--- src/rtl/macc_accum_requant.sv ---
// Partial-sum accumulator with bias, rounding shift, optional ReLU
// and int8 saturation, sitting behind the MACC adder tree.
module macc_accum_requant #(
  parameter int IN_WIDTH    = 21,
  parameter int NUM_PASSES  = 4,
  parameter int ACC_WIDTH   = 32,
  parameter int SHIFT_WIDTH = 5
) (
  input  logic                   clk,
  input  logic                   rst,
  input  logic [IN_WIDTH-1:0]    i_data,
  input  logic                   i_valid,
  input  logic [ACC_WIDTH-1:0]   i_bias,
  input  logic [SHIFT_WIDTH-1:0] i_shift,
  input  logic                   i_relu_en,
  input  logic                   i_flush,
  output logic [7:0]             o_data,
  output logic                   o_valid,
  output logic                   o_busy
);

  localparam int CW = (NUM_PASSES > 1) ? $clog2(NUM_PASSES) : 1;
  localparam logic [CW-1:0] LAST = CW'(NUM_PASSES - 1);
  localparam int RW = ACC_WIDTH + 1;
  localparam logic signed [RW-1:0] PMAX = RW'(127);
  localparam logic signed [RW-1:0] NMIN = RW'(-128);

  logic [CW-1:0]          cnt_q, cnt_d;
  logic [ACC_WIDTH-1:0]   acc_q, acc_d;
  logic [SHIFT_WIDTH-1:0] shift_q, shift_d;
  logic                   relu_q, relu_d;
  logic [ACC_WIDTH-1:0]   res_q, res_d;
  logic [SHIFT_WIDTH-1:0] sha_q, sha_d;
  logic                   rla_q, rla_d;
  logic                   va_q, va_d;
  logic [7:0]             data_q, data_d;
  logic                   valid_q, valid_d;
  logic                   busy_q, busy_d;

  logic                   first, last;
  logic [ACC_WIDTH-1:0]   x, base, sum_in;

  assign first  = (cnt_q == '0);
  assign last   = (cnt_q == LAST);
  assign x      = ACC_WIDTH'($signed(i_data));
  assign base   = first ? i_bias : acc_q;
  assign sum_in = base + x;

  // Accumulation and stage A
  always_comb begin
    cnt_d   = cnt_q;
    acc_d   = acc_q;
    shift_d = shift_q;
    relu_d  = relu_q;
    res_d   = res_q;
    sha_d   = sha_q;
    rla_d   = rla_q;
    va_d    = 1'b0;
    if (i_flush) begin
      cnt_d = '0;
    end else if (i_valid) begin
      if (first) begin
        shift_d = i_shift;
        relu_d  = i_relu_en;
      end
      if (last) begin
        cnt_d = '0;
        res_d = sum_in;
        sha_d = first ? i_shift : shift_q;
        rla_d = first ? i_relu_en : relu_q;
        va_d  = 1'b1;
      end else begin
        cnt_d = cnt_q + 1'b1;
        acc_d = sum_in;
      end
    end
  end

  logic signed [RW-1:0] ext, rnd, rsum, r;
  logic [7:0]           sat;

  // Stage B: one extra bit keeps the rounding add from overflowing
  always_comb begin
    ext  = {res_q[ACC_WIDTH-1], res_q};
    rnd  = (sha_q == '0) ? '0 : (RW'(1) << (sha_q - 1'b1));
    rsum = ext + rnd;
    r    = rsum >>> sha_q;
    if (rla_q && r[RW-1]) begin
      r = '0;
    end
    if (r > PMAX) begin
      sat = 8'h7f;
    end else if (r < NMIN) begin
      sat = 8'h80;
    end else begin
      sat = r[7:0];
    end
    valid_d = va_q & ~i_flush;
    data_d  = valid_d ? sat : data_q;
    busy_d  = (cnt_d != '0);
  end

  always_ff @(posedge clk or posedge rst) begin
    if (rst) begin
      cnt_q   <= '0;
      acc_q   <= '0;
      shift_q <= '0;
      relu_q  <= 1'b0;
      res_q   <= '0;
      sha_q   <= '0;
      rla_q   <= 1'b0;
      va_q    <= 1'b0;
      data_q  <= '0;
      valid_q <= 1'b0;
      busy_q  <= 1'b0;
    end else begin
      cnt_q   <= cnt_d;
      acc_q   <= acc_d;
      shift_q <= shift_d;
      relu_q  <= relu_d;
      res_q   <= res_d;
      sha_q   <= sha_d;
      rla_q   <= rla_d;
      va_q    <= va_d;
      data_q  <= data_d;
      valid_q <= valid_d;
      busy_q  <= busy_d;
    end
  end

  assign o_data  = data_q;
  assign o_valid = valid_q;
  assign o_busy  = busy_q;

endmodule

--- config.mk ---
export PLATFORM = sky130hd
export DESIGN_NAME = macc_accum_requant
export DESIGN_NICKNAME = d
export VERILOG_FILES = /design/src/rtl/macc_accum_requant.sv
export SDC_FILE = /design/constraint.sdc
export NUM_CORES = 1
export LEC_CHECK = 0
export BUFFER_PORTS_ARGS = -buffer_cell sky130_fd_sc_hd__buf_2
export CAP_MARGIN = 5
export CORE_MARGIN = 2
export CORE_UTILIZATION = 50
export DETAILED_ROUTE_END_ITERATION = 12
export GPL_TIMING_DRIVEN = 1
export PLACE_DENSITY = 0.72
export SLEW_MARGIN = 20
export SYNTH_ARGS = -nofsm -noshare
export SYNTH_HDL_FRONTEND = slang
export SYNTH_SLANG_ARGS = --single-unit
--- constraint.sdc ---
create_clock -name clk -period 8.1 [get_ports clk]
set_clock_uncertainty 0.2 [all_clocks]
set_input_delay 1.62 -clock clk [delete_from_list [all_inputs] [get_ports clk]]
set_output_delay 1.62 -clock clk [all_outputs]
set_load 0.01 [all_outputs]
==> Word level (Yosys, flattened, before mapping) <==
Index checks and enable logic that the tools add are counted.
{ "word_totals": {"regBits": 89, "latch_bits": 0, "ramBits": 0, "romBits": 0, "input_bits": 63, "output_inout_bits": 10, "elab_cells": 43, "n_memories": 0} }
{ "op_classes": {"add_sub_neg": 4, "n_mul": 0, "n_div": 0, "magnitude_cmp": 2, "n_eq_ne": 1, "n_shift": 2, "muxes": 13, "bitwise": 3, "reduce_logical": 7} }
{ "op_table": {"columns": ["cell", "n"], "rows": [
  ["$mux W33", 2],
  ["$add A32 B33 Y33", 1],
  ["$gt A33 B8 Y1 const B", 1],
  ["$lt A33 B8 Y1 const B", 1],
  ["$shl A1 B5 Y33 const A", 1],
  ["$sshr A33 B5 Y33", 1],
  ["$add A32 B32 Y32", 1],
  ["$mux W32", 1],
  ["$mux W8", 2],
  ["$mux W2", 3],
  ["$reduce_and A3 Y1", 2],
  ["$logic_not A5 Y1", 1],
  ["$mux W5", 1],
  ["$sub A5 B1 Y5 const B", 1],
  ["$mux W1", 4],
  ["$add A2 B1 Y2 const B", 1],
  ["$eq A2 B2 Y1 const B", 1],
  ["$logic_not A2 Y1", 1],
  ["$not A1 Y1", 2],
  ["$reduce_and A2 Y1", 1],
  ["$reduce_bool A2 Y1", 1],
  ["$and A1 B1 Y1", 1],
  ["$logic_and A1 B1 Y1", 1]
]} }

==> Logic depth before layout (Yosys ltp) <==
Gate-level depths: netlist of run 1.
{ "logic_depth": {"depth_word": 10, "ltp_mapped": 26, "ltp_nobuf": 21} }

==> Least setup slack after synthesis of run 1 <==
No wires, ideal clock.
{ "synth_timing": {"kind": "register -> register", "from": "register sha_q[0]", "to": "register data_q[3] (netlist: o_data[3])", "setup_ps": 124, "t_arrival_ps": 6023, "path_slack_ps": 1753, "path_stages_with_launch": 24, "path_buffers": 4, "period_less_slack_ps": 6347, "path_cell_list": "dfrtp_1 clkbuf_1 inv_1 buf_1 buf_1 clkbuf_1 nand2_1 nor2_1 ha_1 o21a_4 o31ai_4 a21oi_4 o31ai_4 a2111oi_4 nor3_1 or3_1 mux4_2 mux2_2 mux2_4 or3_1 o31a_1 o41ai_2 nand2_2 a211o_1"} }
{ "synth_between": {"elab_chain_len": 10, "elab_cells_between_ends": 12, "classes_between": "add/sub: 2; order compare: 2; shift: 2; mux: 4; reduce/logical: 2"} }
{ "synth_lines": {"columns": ["item", "line_no", "source"], "rows": [
  ["start: declaration", "33", "logic [SHIFT_WIDTH-1:0] sha_q, sha_d;"],
  ["start signal: assignment", "110", "sha_q <= '0;"],
  ["start signal: assignment", "122", "sha_q <= sha_d;"],
  ["$sub A5 B1 Y5", "85", "rnd = (sha_q == '0) ? '0 : (RW'(1) << (sha_q - 1'b1));"],
  ["$shl A1 B5 Y33", "85", null],
  ["$mux W33", "85", null],
  ["$add A32 B33 Y33", "86", "rsum = ext + rnd;"],
  ["$sshr A33 B5 Y33 (*)", "87", "r = rsum >>> sha_q;"],
  ["$logic_and A1 B1 Y1", "88", "if (rla_q && r[RW-1]) begin"],
  ["$mux W33 (*)", "88", null],
  ["$lt A33 B8 Y1", "93", "end else if (r < NMIN) begin"],
  ["$mux W8", "93", null],
  ["$mux W8 (*)", "91", "if (r > PMAX) begin"],
  ["end signal: assignment", "125", "data_q <= data_d;"],
  ["end: declaration", "36", "logic [7:0] data_q, data_d;"]
]} }
Every way passes the cells marked *; elsewhere a longest branch is shown, timed or not.
A chain may end at the register's enable or synchronous reset.

==> Final worst setup path of run 1 <==
{ "layout_timing": {"from": "register sha_q[2]", "to": "register data_q[6] (netlist: o_data[6])"} }
Same word-level chain as after synthesis.

==> results.yml, run 1 <==
global_routing:
  grt_pass1_wl_um: 47000
  grt_start_max_net_pins: 75
  grt_pass1_vias: 8942
  grt.total_usage: 0.289
  grt_remaining_overflow: 0
  antenna_found_initial: 0
die:
  fp.dieH_um: 143
  initial_utilization: 0.512
  core_area_um2: 18800
  fp-row-count: 50
  ioPinCount: 73
  fp.dieArea_um2: 20400
  dieWidth_um: 143
finish:
  final_area_um2: 10500
  regArea_um2: 2230
  drive_gt1_frac: 0.161
  fin_nets: 1363
  nFillCells: 1757
  fin_util: 0.557
  multi_input_area_um2: 7040
  n_antenna_cell: 0
  syn_to_final_growth_pct: 8.81
drt:
  wl_per_cell_um: 19.2
  ant_nets: 0
  drt_pass1_iterations: 6
  vias: 9373
  detail_route.iter0.violations: 832
  drc_errors: 0
  routed_wl_um: 28300
  routed_via_density: 6.37
sta:
  period_needed_ns: 6.69
  fin_tns_setup_ns: 0
  rsz0062_at_grt: "no"
  post-route-period-util: 0.826
  fmax_mhz: 150
  drv_slew: 0
  finalSetupViolations: 0
  fin_ws_ns: 1.41
  relSlewSlack: 0.411
  hold_slack_ns: 0.282
  worst_pin_slew_ns: 0.880
  hold_viol: 0
placed_design:
  gp_congestion: 1.00
  place_ws_ns: 1.46
  place_area_um2: 10100
  dp_hpwl_um: 21600
  port-buffer-count: 72
clock_tree:
  cts_tree: "yes"
  insertion_delay_ns: 0.36
  cts_setup_buffers: 0
  h-tree-depth: 3
  cts.path.max_buffers: 2
  cts_root_buf: "clkbuf_16"
  clock_sinks: 89
  holdBufCountCts: 0
  cts-resized-gates: 0
  cts_inserted_buffers: 9
  path_clk_slew_ns: 0.07
synth:
  synthDistinctLibCells: 88
  synth_edf_count: 0
  synth_nets: 1331
  ys_seq_area_frac: 0.232
  ys_dominant_reg_cell: "dfrtp_1"
  avgSynthCellArea_um2: 8.01
  async_flop_share: 1.00
  synth_seq_cells: 89
  synth_cells: 1201
  synth_warnings: 0
  syn-cell-area_um2: 9610
worst_setup_path:
  r2r_setup_slack_ns: 1.41
  worstPathArrival_ns: 6.73
  startpoint_type: "flop"
  critPathRequiredTime_ns: 8.14
  endpoint_kind: "flop"
  crit_fanout: 25
  crit_type: "reg -> reg"
worst_hold_path:
  hp-class: "reg -> reg"
pwr:
  power_density_nw_per_um2: 251
  ir_worst_vdd_mv: 0.133
  p_leak_nw: 4.86
job:
  maxCapViolations: 0
run_status:
  status: "finished, final reports clean"
[critical path, stage by stage, from the launching register on]
cell,delay [ns]
dfrtp_1,0.37
buf_4,0.22
nor2_1,0.66
nand2_1,0.16
nor2_1,0.14
ha_1,0.22
inv_1,0.07
fa_1,0.42
nor2b_2,0.23
o31ai_4,0.10
a21oi_4,0.20
o31ai_4,0.13
a2111oi_4,0.48
nor3_1,0.13
or3_1,0.42
mux4_2,0.52
mux2_2,0.30
mux2_4,0.28
or3_1,0.31
o31a_1,0.31
o41ai_2,0.25
nand2_2,0.16
a211o_1,0.29
[per-layer routing]
metal	global-route usage	share of wire	vias to the layer above
met5	0	0	-
met4	0.107	0.034	0
li1	-	-	4539
met2	0.453	0.44	317
met1	0.410	0.47	4454
met3	0.0342	0.055	63
[placed cells by master, fill, tap and decap left out, drive strengths merged, types with 7 or more instances in the layout]
cell,n
nor2,112
nor2b,8
o21ai,108
and2,16
or3,11
a31oi,19
dfrtp,89
ha,65
mux2,53
buf,89
a211o,10
o21a,13
o31ai,8
nand4,22
clkbuf,9
mux4,14
a21o,39
xnor2,24
inv,30
nand3,32
xor2,30
and3,8
nand2,148
mux2i,24
a21oi,82
o21bai,7
nor3,28
a211oi,16
o211ai,12
[cells by family after synthesis]
family	synth area share
adders and majority gates	0.0888
DFF	0.232
and+or+nand+nor	0.197
other	0.000390
buffers and inverters	0.0377
xor gates and xnor gates	0.0492
muxes	0.121
AOI/OAI and AO/OA	0.274
[report_power, final]
| part | switching, mW | leakage [nW] | internal [mW] | total [mW] |
|---|---|---|---|---|
| clock | 0.198 | 0.152 | 0.246 | 0.444 |
| sequential | 0.0765 | 1.15 | 0.573 | 0.650 |
| combinational | 0.915 | 3.56 | 0.617 | 1.53 |
[synth_stat cells (16+ instances only)]
master    number  area, um^2
ha_1          65         813
o21ai_0      102         510
nor2_1       112         420
xnor2_1       24         210
a211oi_1      16         120
mux2i_1       24         240
a21o_1        38         285
nand4_1       22         138
dfrtp_1       89        2230
and2_1        16         100
nor3_1        28         140
xor2_1        30         263
clkbuf_1      54         203
mux2_2        52         586
nand3_1       31         155
a21oi_1       79         395
inv_1         27         101
a31oi_1       19         119
nand2_1      147         552
[through the flow]
stage / cells / power [mW]
after CTS: 1472 / 2.61
after global placement: 1456 / 2.15
after floorplan: 1201 / 1.75
after detailed placement: 1456 / 2.15
final: 1472 / 2.63
after global routing: 1472 / 2.82
[state kept, by name (all words and copies together) (netlist names)]
register	count
shift_q	5
o_valid	1
rla_q	1
acc_q	32
cnt_q	2
va_q	1
relu_q	1
o_data	8
sha_q	5
o_busy	1
res_q	32
[final timing paths]
| path | from | endpoint | cells past startpoint |
|---|---|---|---|
| min in group asynchronous | rst | acc_q[3] | 2 |
| max | sha_q[2] | o_data[6] | 22 |
| max in group asynchronous | rst | res_q[27] | 3 |
| min reg2reg | acc_q[6] | acc_q[6] | 2 |
| min | acc_q[6] | acc_q[6] | 2 |
| max reg2reg | sha_q[2] | o_data[6] | 22 |
[layout make-up]
cell class | count | area share
Inverter | 28 | 0.0102
Clock buffer | 9 | 0.0215
Sequential cell | 89 | 0.213
Clock inverter | 7 | 0.00813
Multi-Input combinational cell | 1016 | 0.673
Timing Repair Buffer | 89 | 0.0466
Tap cell | 234 | 0.0280
Power figures use the tool's default switching activity.
==> run 2: changes to the inputs <==
PLACE_DENSITY = 0.75   (was 0.72)
clock period = 6.1 ns   (was 8.1 ns; I/O delays follow)
==> run 2 against run 1 <==
  * Maximum frequency rose by 13%
  * Clock-buffer cell count increased by 1
  * Sequential power increased by 34%
  * Die area did not move
  * Wire length increased by 0.18%
  * Sequential share of layout area is 0.65 points lower
  * Largest cell class unchanged
  * Highest routed layer unchanged
==> results.yml, run 2 (synthesis gave the netlist of run 1 again) <==
run_status:
  status: "finished, final reports clean"
drt:
  wl_per_cell_um: 18.8
  vias: 9502
  detail_route.iter0.violations: 748
  drc_errors: 0
  ant_nets: 0
  routed_wl_um: 28300
  routed_via_density: 6.29
  drt_pass1_iterations: 5
die:
  ioPinCount: 73
  fp.dieH_um: 143
  core_area_um2: 18800
  initial_utilization: 0.512
  fp.dieArea_um2: 20400
  dieWidth_um: 143
  fp-row-count: 50
pwr:
  p_comb_frac: 0.598
  power_density_nw_per_um2: 326
  p_leak_nw: 5.06
  clockPowerShare: 0.155
  ir_worst_vdd_mv: 0.153
  p_switching_mw: 1.60
  pwr-share-seq: 0.247
  p_sw_frac: 0.454
  p_int_mw: 1.92
global_routing:
  grt_pass1_wl_um: 45500
  antenna_found_initial: 1
  grt_start_max_net_pins: 75
  grt.total_usage: 0.281
  grt_pass1_vias: 8822
  grt_remaining_overflow: 0
clock_tree:
  cts.path.max_buffers: 2
  h-tree-depth: 3
  insertion_delay_ns: 0.36
  clock_sinks: 89
  path_clk_slew_ns: 0.07
  cts_inserted_buffers: 9
  cts_tree: "yes"
  cts_root_buf: "clkbuf_16"
worst_setup_path:
  r2r_start: "sha_q[4]"
  worstPathArrival_ns: 5.95
  crit_path_end: "o_data[6]"
  r2r-end: "o_data[6]"
  critPathRequiredTime_ns: 6.14
  startpoint: "sha_q[4]"
  crit_type: "reg -> reg"
  r2r_cells: 21
  crit_fanout: 7
  endpoint_kind: "flop"
  startpoint_type: "flop"
  r2r_setup_slack_ns: 0.18
finish:
  fin_util: 0.575
  final_cell_mix: "nand2_1 (141), nor2_1 (111), o21ai_0 (101)"
  final_common_cell: "nand2_1"
  nFillCells: 1750
  drive_gt1_frac: 0.199
  fin_nets: 1401
  syn_to_final_growth_pct: 12.3
  n_antenna_cell: 0
  final_cells: 1510
sta:
  worst_pin_slew_ns: 0.899
  fmax_mhz: 169
  finalSetupViolations: 0
  rsz0062_at_grt: "no"
  drv_slew: 0
  hold_viol: 0
  fin_tns_setup_ns: 0
  relSlewSlack: 0.400
  period_needed_ns: 5.92
  post-route-period-util: 0.970
worst_hold_path:
  hp-class: "reg -> reg"
  hp-start: "acc_q[23]"
job:
  maxCapViolations: 0
placed_design:
  port-buffer-count: 72
  gp_congestion: 1.01
  dp_hpwl_um: 22000
  place_inst: 1492
[run 2: changes by cell type in the layout (fill, tap and decap cells not counted), moves of 2 or more]
cell,delta
buf_4,+38
inv_6,+2
nand2_2,+4
inv_8,-2
nand2_1,-5
[run 2: stage by stage]
stage	total power, mW	area (um^2)	worst slack [ns]	hold WS [ns]
after floorplan	2.33	9620	0.0368	0.246
after global placement	2.90	10400	0.241	0.261
after detailed placement	2.91	10400	0.130	0.270
after CTS	3.48	10700	0.0916	0.286
after global routing	3.77	10800	0.00553	0.305
final	3.52	10800	0.183	0.281
[run 2: worst min path at each step]
stage	endpoint	cells after the start
finish	acc_q[23]	2
global route	o_data[6]	1
CTS	o_data[6]	1
detailed placement	acc_q[27]	2
global placement	acc_q[18]	2
floorplan	acc_q[10]	2
[run 2: final cells by class]
| type | count | area (um^2) | share of cell area |
|---|---|---|---|
| repair buffers | 127 | 773 | 0.0716 |
| well taps | 234 | 293 | 0.0271 |
| multi-input cells | 1016 | 7120 | 0.659 |
| clock buffers | 10 | 229 | 0.0212 |
| inverters | 28 | 106 | 0.00985 |
| clock inverters | 6 | 47.5 | 0.00440 |
| flip-flops and latches | 89 | 2230 | 0.206 |
[run 2: power by group through the flow]
stage | combinational (mW) | sequential (mW) | clock [mW]
2_1_floorplan | 1.48 | 0.849 | 0
3_3_place_gp | 2.03 | 0.869 | 0
3_5_place_dp | 2.04 | 0.876 | 0
4_1_cts | 2.05 | 0.868 | 0.558
5_1_grt | 2.30 | 0.892 | 0.579
6_report | 2.10 | 0.869 | 0.544
[run 2: timing repair]
action	in CTS	in global routing
setup endpoints to repair	0	7
hold endpoints to repair	0	0
hold buffers	0	0
resized for setup	0	23
buffers inserted	0	2
[run 2: routing by layer]
metal / up-vias / wire (um) / share of wire / global-route usage
li1: 4608 / - / - / -
met1: 4436 / 12800 / 0.45 / 0.395
met2: 387 / 12800 / 0.45 / 0.439
met3: 71 / 1820 / 0.064 / 0.0396
met4: 0 / 909 / 0.032 / 0.106
met5: - / 0 / 0 / 0
[run 2: critical path: stages (launching register included)]
cell	delay, ns
dfrtp_1	0.49
inv_2	0.14
nand2_1	0.09
nor2_1	0.13
ha_1	0.22
inv_1	0.07
fa_1	0.43
nor2b_4	0.18
o31ai_4	0.10
a21oi_4	0.24
o31ai_4	0.14
a2111oi_4	0.39
nor3_1	0.11
or3_1	0.42
mux4_2	0.52
mux2_2	0.30
mux2_4	0.28
or3_1	0.31
o31a_1	0.32
o41ai_2	0.27
nand2_2	0.17
a211o_1	0.29
==> run 3: changes to the inputs <==
==> constraint.sdc (replaced) <==
create_clock -name clk -period 6.1 [get_ports clk]
set_clock_uncertainty 0.2 [all_clocks]
set_input_delay 0 -clock clk [delete_from_list [all_inputs] [get_ports clk]]
set_output_delay 0 -clock clk [all_outputs]
set_load 0.01 [all_outputs]
==> run 3 against run 2 <==
  * Final cell count up 1.3%
  * Critical path type unchanged
  * Die area is the same
  * Global-route usage is 0.72 points higher
  * Hold slack got worse by 0.26 ns
==> results.yml, run 3 (synthesis gave the netlist of run 1 again) <==
finish:
  final_cell_mix: "nand2_1 (145), nor2_1 (109), o21ai_0 (102)"
  n_antenna_cell: 0
  fin_nets: 1420
  multi_input_area_um2: 7070
  drive_gt1_frac: 0.186
  syn_to_final_growth_pct: 14.5
  nFillCells: 1684
  final_cells: 1529
  regArea_um2: 2230
  final_common_cell: "nand2_1"
sta:
  fmax_mhz: 171
  rsz0062_at_grt: "no"
  post-route-period-util: 0.961
  relSlewSlack: 0.375
  worst_pin_slew_ns: 0.938
  finalSetupViolations: 0
  drv_slew: 0
  period_needed_ns: 5.86
  hold_viol: 0
  fin_tns_setup_ns: 0
  hold_slack_ns: 0.0235
pwr:
  p_comb_frac: 0.588
  p_switching_mw: 1.61
  ir_worst_vdd_mv: 0.163
  pwr-share-seq: 0.240
  p_sw_frac: 0.447
  clockPowerShare: 0.171
  power_mw: 3.60
  p_int_mw: 1.99
  p_leak_nw: 5.14
  power_density_nw_per_um2: 327
drt:
  routed_via_density: 6.32
  wl_met3_um: 1800
  detail_route.iter0.violations: 748
  top_layer: "met4"
  met1Wirelength_um: 12800
  wl_per_cell_um: 18.7
  vias: 9666
  drc_errors: 0
  drt_pass1_iterations: 5
  route.met2.wl_um: 12900
  ant_nets: 0
  routed_wl_um: 28600
die:
  fp.dieArea_um2: 20400
  initial_utilization: 0.512
  fp.dieH_um: 143
  fp-row-count: 50
  dieWidth_um: 143
  ioPinCount: 73
  core_area_um2: 18800
clock_tree:
  insertion_delay_ns: 0.36
  path_clk_slew_ns: 0.07
  clock_sinks: 89
  cts_tree: "yes"
  cts_inserted_buffers: 9
  h-tree-depth: 3
  cts.path.max_buffers: 2
  cts_root_buf: "clkbuf_16"
global_routing:
  grt_start_max_net_pins: 75
  grt_pass1_vias: 9176
  grt_pass1_wl_um: 46900
  grt.total_usage: 0.288
  antenna_found_initial: 0
  grt_remaining_overflow: 0
worst_setup_path:
  startpoint_type: "flop"
  crit_slowest_cell: "mux4_2"
  crit_chain: "buf_12 > nor2_1 > nand2_1 > nor2_1 > ha_1 > o21a_4 > o31ai_4 > a21oi_4 > o31ai_4 > nand4_1 > a41oi_1 > xnor2_1 > mux2i_1 > a21boi_0 > mux4_2 > or4_1 > o31a_1 > o41ai_2 > nand2_2 > buf_4 > a21o_1"
  crit_type: "reg -> reg"
  crit_path_end: "o_data[4]"
  critPathRequiredTime_ns: 6.15
  crit_fanout: 31
  startpoint: "sha_q[3]"
  r2r_start: "sha_q[3]"
  r2r-end: "o_data[4]"
  cp_slowest_stage_delay_ns: 0.55
  r2r_cells: 21
  endpoint_kind: "flop"
  r2r_setup_slack_ns: 0.24
  worstPathArrival_ns: 5.91
placed_design:
  dp_hpwl_um: 21700
  gp_congestion: 0.993
  place_inst: 1486
  port-buffer-count: 72
worst_hold_path:
  hold_depth: 4
  hp-class: "in -> reg"
  hp-start: "i_data[5]"
run_status:
  status: "finished, final reports clean"
job:
  maxCapViolations: 0
==> run 3: cell types whose count changed in the layout (fill, tap and decap cells not counted), moves of 2 or more <==
cell           change
nor2_1             -2
clkbuf_8           +2
dlygate4sd3_1     +24
nor2_2             +3
nand2_1            +4
buf_4              -7
clkinv_2           -2
nand2_2            -3
==> run 3: power groups by stage <==
stage	clock, mW	sequential [mW]	combinational [mW]
2_1_floorplan	0	0.849	1.48
3_3_place_gp	0	0.868	2.02
3_5_place_dp	0	0.874	2.03
4_1_cts	0.626	0.865	2.07
5_1_grt	0.651	0.888	2.32
6_report	0.618	0.865	2.12
==> run 3: per-layer routing <==
layer,up-vias,track usage
met5,-,0
met4,0,0.128
met3,73,0.0453
met2,408,0.451
met1,4536,0.393
li1,4649,-
==> run 3: metrics by stage <==
stage | area, um^2 | setup WS [ns] | utilization
final | 11000 | 0.238 | 0.586
after global routing | 11000 | 0.0187 | 0.586
after CTS | 10900 | 0.191 | 0.583
after detailed placement | 10400 | 0.198 | 0.553
after global placement | 10400 | 0.322 | 0.553
after floorplan | 9620 | 0.0368 | -
==> run 3: cell type report <==
type,count,share of cell area
inverter,28,0.00966
clock buffer,11,0.0230
multi-input combinational,1016,0.642
timing repair buffer,146,0.0902
sequential,89,0.202
tap,234,0.0266
clock inverter,5,0.00614
==> run 3: worst max-delay path, delay by kind of cell (launching register included) <==
kind                     cells  cell delay (ns)
AO/OA/AOI/OAI                9             1.99
AND/OR/NAND/NOR              6             1.51
multiplexers                 2             0.77
flip-flops                   1             0.43
buffers and inverters        2             0.36
adder cells (fa/ha/maj)      1             0.30
XOR/XNOR                     1             0.18
==> run 3: how the worst min path moves through the flow <==
stage | endpoint
global placement | acc_q[6]
global route | res_q[7]
detailed placement | acc_q[7]
finish | acc_q[5]
CTS | res_q[7]
floorplan | o_busy
==> run 3: timing repair <==
item                                    in CTS  in global routing
resized for setup                            0                 12
endpoints found under the setup margin       0                  7
buffers inserted                             0                  3
hold buffers                                24                  0
endpoints found under the hold margin       52                  0
